<file path="src/rtl/trdb_pkg.sv">
// Shared types and constants for the trace-debug packet decoder.
package trdb_pkg;

  localparam int TRDB_LEN_W = 6;

  typedef enum logic [1:0] {
    TRDB_FMT0 = 2'd0,
    TRDB_FMT1 = 2'd1,
    TRDB_FMT2 = 2'd2,
    TRDB_FMT3 = 2'd3
  } trdb_format_e;

  typedef enum logic [1:0] {
    TRDB_SUB0 = 2'd0,
    TRDB_SUB1 = 2'd1,
    TRDB_SUB2 = 2'd2,
    TRDB_SUB3 = 2'd3
  } trdb_subformat_e;

endpackage

</file>
<file path="src/rtl/trdb_packet_decoder.sv">
// Frames a length-prefixed trace byte stream into packets and decodes the header fields.
// packet_valid_o rises one cycle after the last payload byte; ready_o is low while a packet waits.
module trdb_packet_decoder
  import trdb_pkg::*;
#(
  parameter int unsigned MAX_BYTES = 32
) (
  input  logic                     clk_i,
  input  logic                     rst_ni,
  input  logic [7:0]               data_i,
  input  logic                     valid_i,
  output logic                     ready_o,
  output logic                     packet_valid_o,
  input  logic                     packet_ready_i,
  output trdb_format_e             packet_format_o,
  output trdb_subformat_e          packet_subformat_o,
  output logic [8*MAX_BYTES-1:0]   payload_o,
  output logic [TRDB_LEN_W-1:0]    length_o,
  output logic [4:0]               branches_o,
  output logic                     err_o
);

  localparam int unsigned PW = 8 * MAX_BYTES;
  localparam logic [TRDB_LEN_W-1:0] LEN_ONE = 1;

  typedef enum logic [1:0] {
    ST_IDLE,
    ST_COLLECT,
    ST_OUTPUT
  } state_e;

  state_e                  state_q, state_d;
  logic [TRDB_LEN_W-1:0]   len_q, len_d;
  logic [TRDB_LEN_W-1:0]   cnt_q, cnt_d;
  logic [PW-1:0]           payload_q, payload_d;
  logic                    valid_q, valid_d;
  logic                    err_q, err_d;
  logic                    byte_xfer;
  trdb_format_e            fmt;

  assign ready_o   = (state_q != ST_OUTPUT);
  assign byte_xfer = valid_i && ready_o;

  always_comb begin
    state_d   = state_q;
    len_d     = len_q;
    cnt_d     = cnt_q;
    payload_d = payload_q;
    valid_d   = valid_q;
    err_d     = 1'b0;
    case (state_q)
      ST_IDLE: begin
        if (byte_xfer) begin
          if ((data_i != 8'd0) && (32'(data_i) <= MAX_BYTES)) begin
            len_d     = data_i[TRDB_LEN_W-1:0];
            cnt_d     = '0;
            payload_d = '0;
            state_d   = ST_COLLECT;
          end else begin
            err_d = 1'b1;
          end
        end
      end
      ST_COLLECT: begin
        if (byte_xfer) begin
          for (int k = 0; k < int'(MAX_BYTES); k++) begin
            if (cnt_q == k[TRDB_LEN_W-1:0]) payload_d[8*k +: 8] = data_i;
          end
          cnt_d = cnt_q + LEN_ONE;
          if (cnt_q == (len_q - LEN_ONE)) begin
            state_d = ST_OUTPUT;
            valid_d = 1'b1;
          end
        end
      end
      ST_OUTPUT: begin
        if (packet_ready_i) begin
          state_d = ST_IDLE;
          valid_d = 1'b0;
        end
      end
      default: begin
        state_d = ST_IDLE;
        valid_d = 1'b0;
      end
    endcase
  end

  always_ff @(posedge clk_i) begin
    if (!rst_ni) begin
      state_q   <= ST_IDLE;
      len_q     <= '0;
      cnt_q     <= '0;
      payload_q <= '0;
      valid_q   <= 1'b0;
      err_q     <= 1'b0;
    end else begin
      state_q   <= state_d;
      len_q     <= len_d;
      cnt_q     <= cnt_d;
      payload_q <= payload_d;
      valid_q   <= valid_d;
      err_q     <= err_d;
    end
  end

  // Header fields are decoded straight from the stored payload; they only mean something while valid.
  assign fmt                = trdb_format_e'(payload_q[1:0]);
  assign packet_format_o    = fmt;
  assign packet_subformat_o = (fmt == TRDB_FMT3) ? trdb_subformat_e'(payload_q[3:2]) : TRDB_SUB0;
  assign payload_o          = (fmt == TRDB_FMT3) ? (payload_q >> 4) : (payload_q >> 2);
  assign branches_o         = (fmt == TRDB_FMT1) ? payload_q[6:2] : 5'd0;
  assign length_o           = len_q;
  assign packet_valid_o     = valid_q;
  assign err_o              = err_q;

endmodule

</file>
<file path="config.mk">
export PLATFORM = sky130hd
export DESIGN_NAME = trdb_packet_decoder
export DESIGN_NICKNAME = d
export VERILOG_FILES = /design/src/rtl/trdb_pkg.sv /design/src/rtl/trdb_packet_decoder.sv
export SDC_FILE = /design/constraint.sdc
export NUM_CORES = 1
export LEC_CHECK = 0
export CORE_MARGIN = 1.5
export CORE_UTILIZATION = 35
export DETAILED_ROUTE_END_ITERATION = 7
export SKIP_LAST_GASP = 1
export SYNTH_ARGS = -nofsm -noshare
export SYNTH_HDL_FRONTEND = slang
export SYNTH_SLANG_ARGS = --single-unit
export TNS_END_PERCENT = 30
</file>
<file path="constraint.sdc">
create_clock -name clk_i -period 2.65 [get_ports clk_i]
set_input_delay 0.53 -clock clk_i [delete_from_list [all_inputs] [get_ports clk_i]]
set_output_delay 0.53 -clock clk_i [all_outputs]
set_load 0.01 [all_outputs]
</file>
==> flow_metrics.py <==
metrics = {
    "route": {
        "viasPerCell": 5.224,
        "drt_pass1_iterations": 5,
        "dr_total_vias": 10840,
        "postRouteWirelength_mm": 45.99,
        "drt-initial-drc-count": 758,
        "wl_per_cell_um": 22.16,
        "remaining_drc_errors": 0,
        "postRouteAntennaNets": 0,
    },
    "pwr": {
        "cellPowerDensity_mw_per_mm2": 476.8,
        "ir_worst_vdd_mv": 0.4499,
        "pwr-share-clk_pct": 49.0,
        "total_power_mw": 8.799,
        "p_switching_mw": 1.908,
        "power.switching_fraction_pct": 21.69,
        "cellLeakagePower_nw": 8.109,
        "sequential_share_of_power_pct": 46.7,
        "cell_internal_pwr_mw": 6.891,
        "comb_power_share_pct": 4.3,
    },
    "sta": {
        "report.final.setup_viol": 178,
        "rsz0062_at_grt": "true",
        "timing_max_transition_violations_final": 0,
        "finalCritPeriodShare_pct": 105.7,
        "timing.clock.skew_ps": 12.71,
        "max_freq_mhz": 356.9,
        "setup_slack_ps": -152.2,
        "final-hold-violation-count": 0,
        "finalWorstPathRequiredPeriod_ps": 2802,
        "fin_hold_ws_ps": 343.2,
        "max_slew.worst_pin.slew_ps": 732.5,
        "slew-limit-headroom_pct": 50.98,
    },
    "yosys": {
        "netlist_instances": 1263,
        "yosys.area_share.simple_pct": 10.97,
        "synthMuxAreaShare_pct": 31.64,
        "yosysTopAreaCell": "dfxtp_1",
        "yosys.area.top_type_share_pct": 41.83,
        "synth-seq-cells": 272,
        "largest_family_of_logic_cells_by_synthesized_area": "multiplexers",
        "yosysUniqueCellTypes": 52,
        "postSynthAreaPerCell_um2": 10.31,
        "synth.area.top_cells": "dfxtp_1, mux2_2, mux2i_1",
        "synth-adder-area-share_pct": 0.4805,
        "synth_seq_area_share_pct": 41.83,
        "synth_compound_gate_area_share_pct": 10.50,
        "synth_top_flop_cell": "dfxtp_1",
        "share_of_flip_flops_with_an_asynchronous_set_or_reset_pct": 0,
        "synth_xor_xnor_area_share_pct": 0.8073,
        "synthesis.yosys.warnings": 0,
        "synth-edff-count": 0,
        "synth.cell_area_mm2": 0.01302,
    },
    "clocking": {
        "cts_num_sinks": 272,
        "tritoncts": "done",
        "number_of_clock_buffers_inserted_by_tritoncts": 30,
        "insertion_delay_ps": 550,
        "cts_buffer_depth": 3,
        "cts.htree.levels": 1,
        "clockRootBuffer": "clkbuf_16",
        "cts.reportedPaths.clkPinSlew_ps": 60,
    },
    "flow_run": {
        "max_cap_viol_count": 0,
    },
    "worst_setup_path": {
        "timing.critical_path.arrival_ps": 2270,
        "timing.critical_path.required_ps": 2120,
        "setup.worst_path.class": "register to primary output",
        "ff2ff_path_depth": 6,
        "start_kind": "register",
        "critical_path.endpoint_type": "primary output",
        "path_max_fanout": 27,
    },
    "outcome": {
        "failed_checks": "negative setup slack",
        "run_status": "complete, but fails checks",
    },
    "finish": {
        "final_cell_area_mm2": 0.01845,
        "final_nets": 1602,
        "layout.cells.most_common_list": "dfxtp_1, mux2_2, clkdlybuf4s50_1",
        "final_cell_count_no_fill": 2075,
        "mostFrequentLayoutCell": "dfxtp_1",
        "area_growth_from_synthesis_to_layout_pct": 41.74,
        "layout-drive-gt1-share_pct": 28.25,
        "antenna-diode-count": 0,
    },
    "placed_design": {
        "dp_slack_ps": -330.1,
        "portBuffers": 283,
        "gp_congestion": 0.8509,
        "post-dp-hpwl_mm": 32.30,
        "place.detailed.instances": 2009,
        "postPlaceCellArea_mm2": 0.01713,
    },
    "global_route": {
        "largest_net_degree_at_the_start_of_global_routing": 91,
        "grt_antenna_before_repair": 0,
        "wire_length_of_the_first_global_routing_pass_mm": 68.68,
        "globalRoute.totalOverflow": 0,
        "global_router_s_overall_resource_usage_pct": 23.20,
        "vias_in_the_first_global_route": 11000,
    },
    "die": {
        "fp.dieArea_mm2": 0.03836,
        "standard_cell_row_count": 70,
        "die_h_um": 195.9,
        "die_w_um": 195.9,
        "core-area_mm2": 0.03661,
        "start_util_pct": 35.56,
        "ios": 286,
    },
    "min_path": {
        "holdPathStages": 2,
        "hp-class": "input pin to register",
    },
}
-- critical path, cell delays in order (launching register included) --
cell and delay [ps]:
dfxtp_4 390, nand2_8 100, buf_12 160, buf_16 190, mux2_2 390, clkdlybuf4s50_1 480
-- layout make-up --
cell class	instances	area, um^2
multi-input cells	876	7112
inverters	6	22.52
fillers	3317	18160
clock buffers	46	912.1
flip-flops and latches	272	5450
well taps	468	585.6
clock inverters	8	117.6
repair buffers	399	4253
-- repair_timing --
action                     4_1_cts  5_1_grt
setup buffers                    6        0
setup endpoints to repair      254      224
pin swaps                        1        0
hold buffers                     0        0
gates cloned                     6        0
gates resized for setup         71       36
-- power groups by stage --
stage,sequential [mW],clock (mW),combinational (mW)
floorplan,4.19,0,0.193
global placement,4.20,0,0.375
detailed placement,4.20,0,0.377
CTS,4.10,4.39,0.377
global route,4.10,4.57,0.397
finish,4.11,4.32,0.379
-- registers in the layout (all words and copies together) (netlist names) --
register / flops
packet_valid_o: 1
length_o: 6
state_q: 2
payload_q: 256
cnt_q: 6
err_o: 1
-- cells in the mapped netlist, types with 2 or more instances --
library cell  number
ha_1               5
and3_1            10
xor2_1             6
xnor2_1            6
a21oi_1           17
a22o_1            72
clkbuf_1          89
a32o_1             8
o311ai_2           4
buf_2              9
dfxtp_1          272
nand2_1          155
nand3_1           64
nand4_1            2
a31o_2             2
mux2i_1          128
nand2b_1           2
buf_1              4
inv_1              6
a31oi_1            4
and2_1            17
nor3_4             3
nor2b_1            5
mux2_2           252
buf_4              5
buf_6              3
nor2_2             6
a21oi_2           12
nor2_1            15
o31ai_1            2
nor3b_1            3
nor3_1             7
o21ai_0           49
-- cells by family (layout without fill, tap and decap cells) --
group | after synthesis | count (layout)
multiplexers | 380 | 380
AND/OR/NAND/NOR | 298 | 298
flip-flops | 272 | 272
AO/OA/AOI/OAI | 179 | 179
buffers and inverters | 116 | 459
XOR/XNOR | 12 | 12
adder cells (fa/ha/maj) | 5 | 5
other | 1 | 2
-- per-stage QoR --
stage | utilization, % | setup TNS, ps
floorplan | - | 0
global placement | 46.79 | -54480
detailed placement | 46.79 | -57960
CTS | 50.15 | -27090
global route | 50.40 | -25860
finish | 50.40 | -13880
-- metal layers --
| metal | GRT usage (%) | up-vias | wire (um) |
|---|---|---|---|
| li1 | - | 5172 | - |
| met1 | 32.19 | 5303 | 21200 |
| met2 | 38.16 | 326 | 21370 |
| met3 | 4.023 | 38 | 2857 |
| met4 | 3.932 | 0 | 563 |
| met5 | 0 | - | 0 |
-- worst paths after layout --
| check | from | to | slack [ps] |
|---|---|---|---|
| setup / recovery | payload_q[1] | payload_o[203] | -150 |
| hold / removal | rst_ni | err_o | 340 |
| setup reg to reg | cnt_q[4] | payload_q[34] | 520 |
| hold reg to reg | packet_valid_o | packet_valid_o | 470 |
Power figures use the tool's default switching activity.
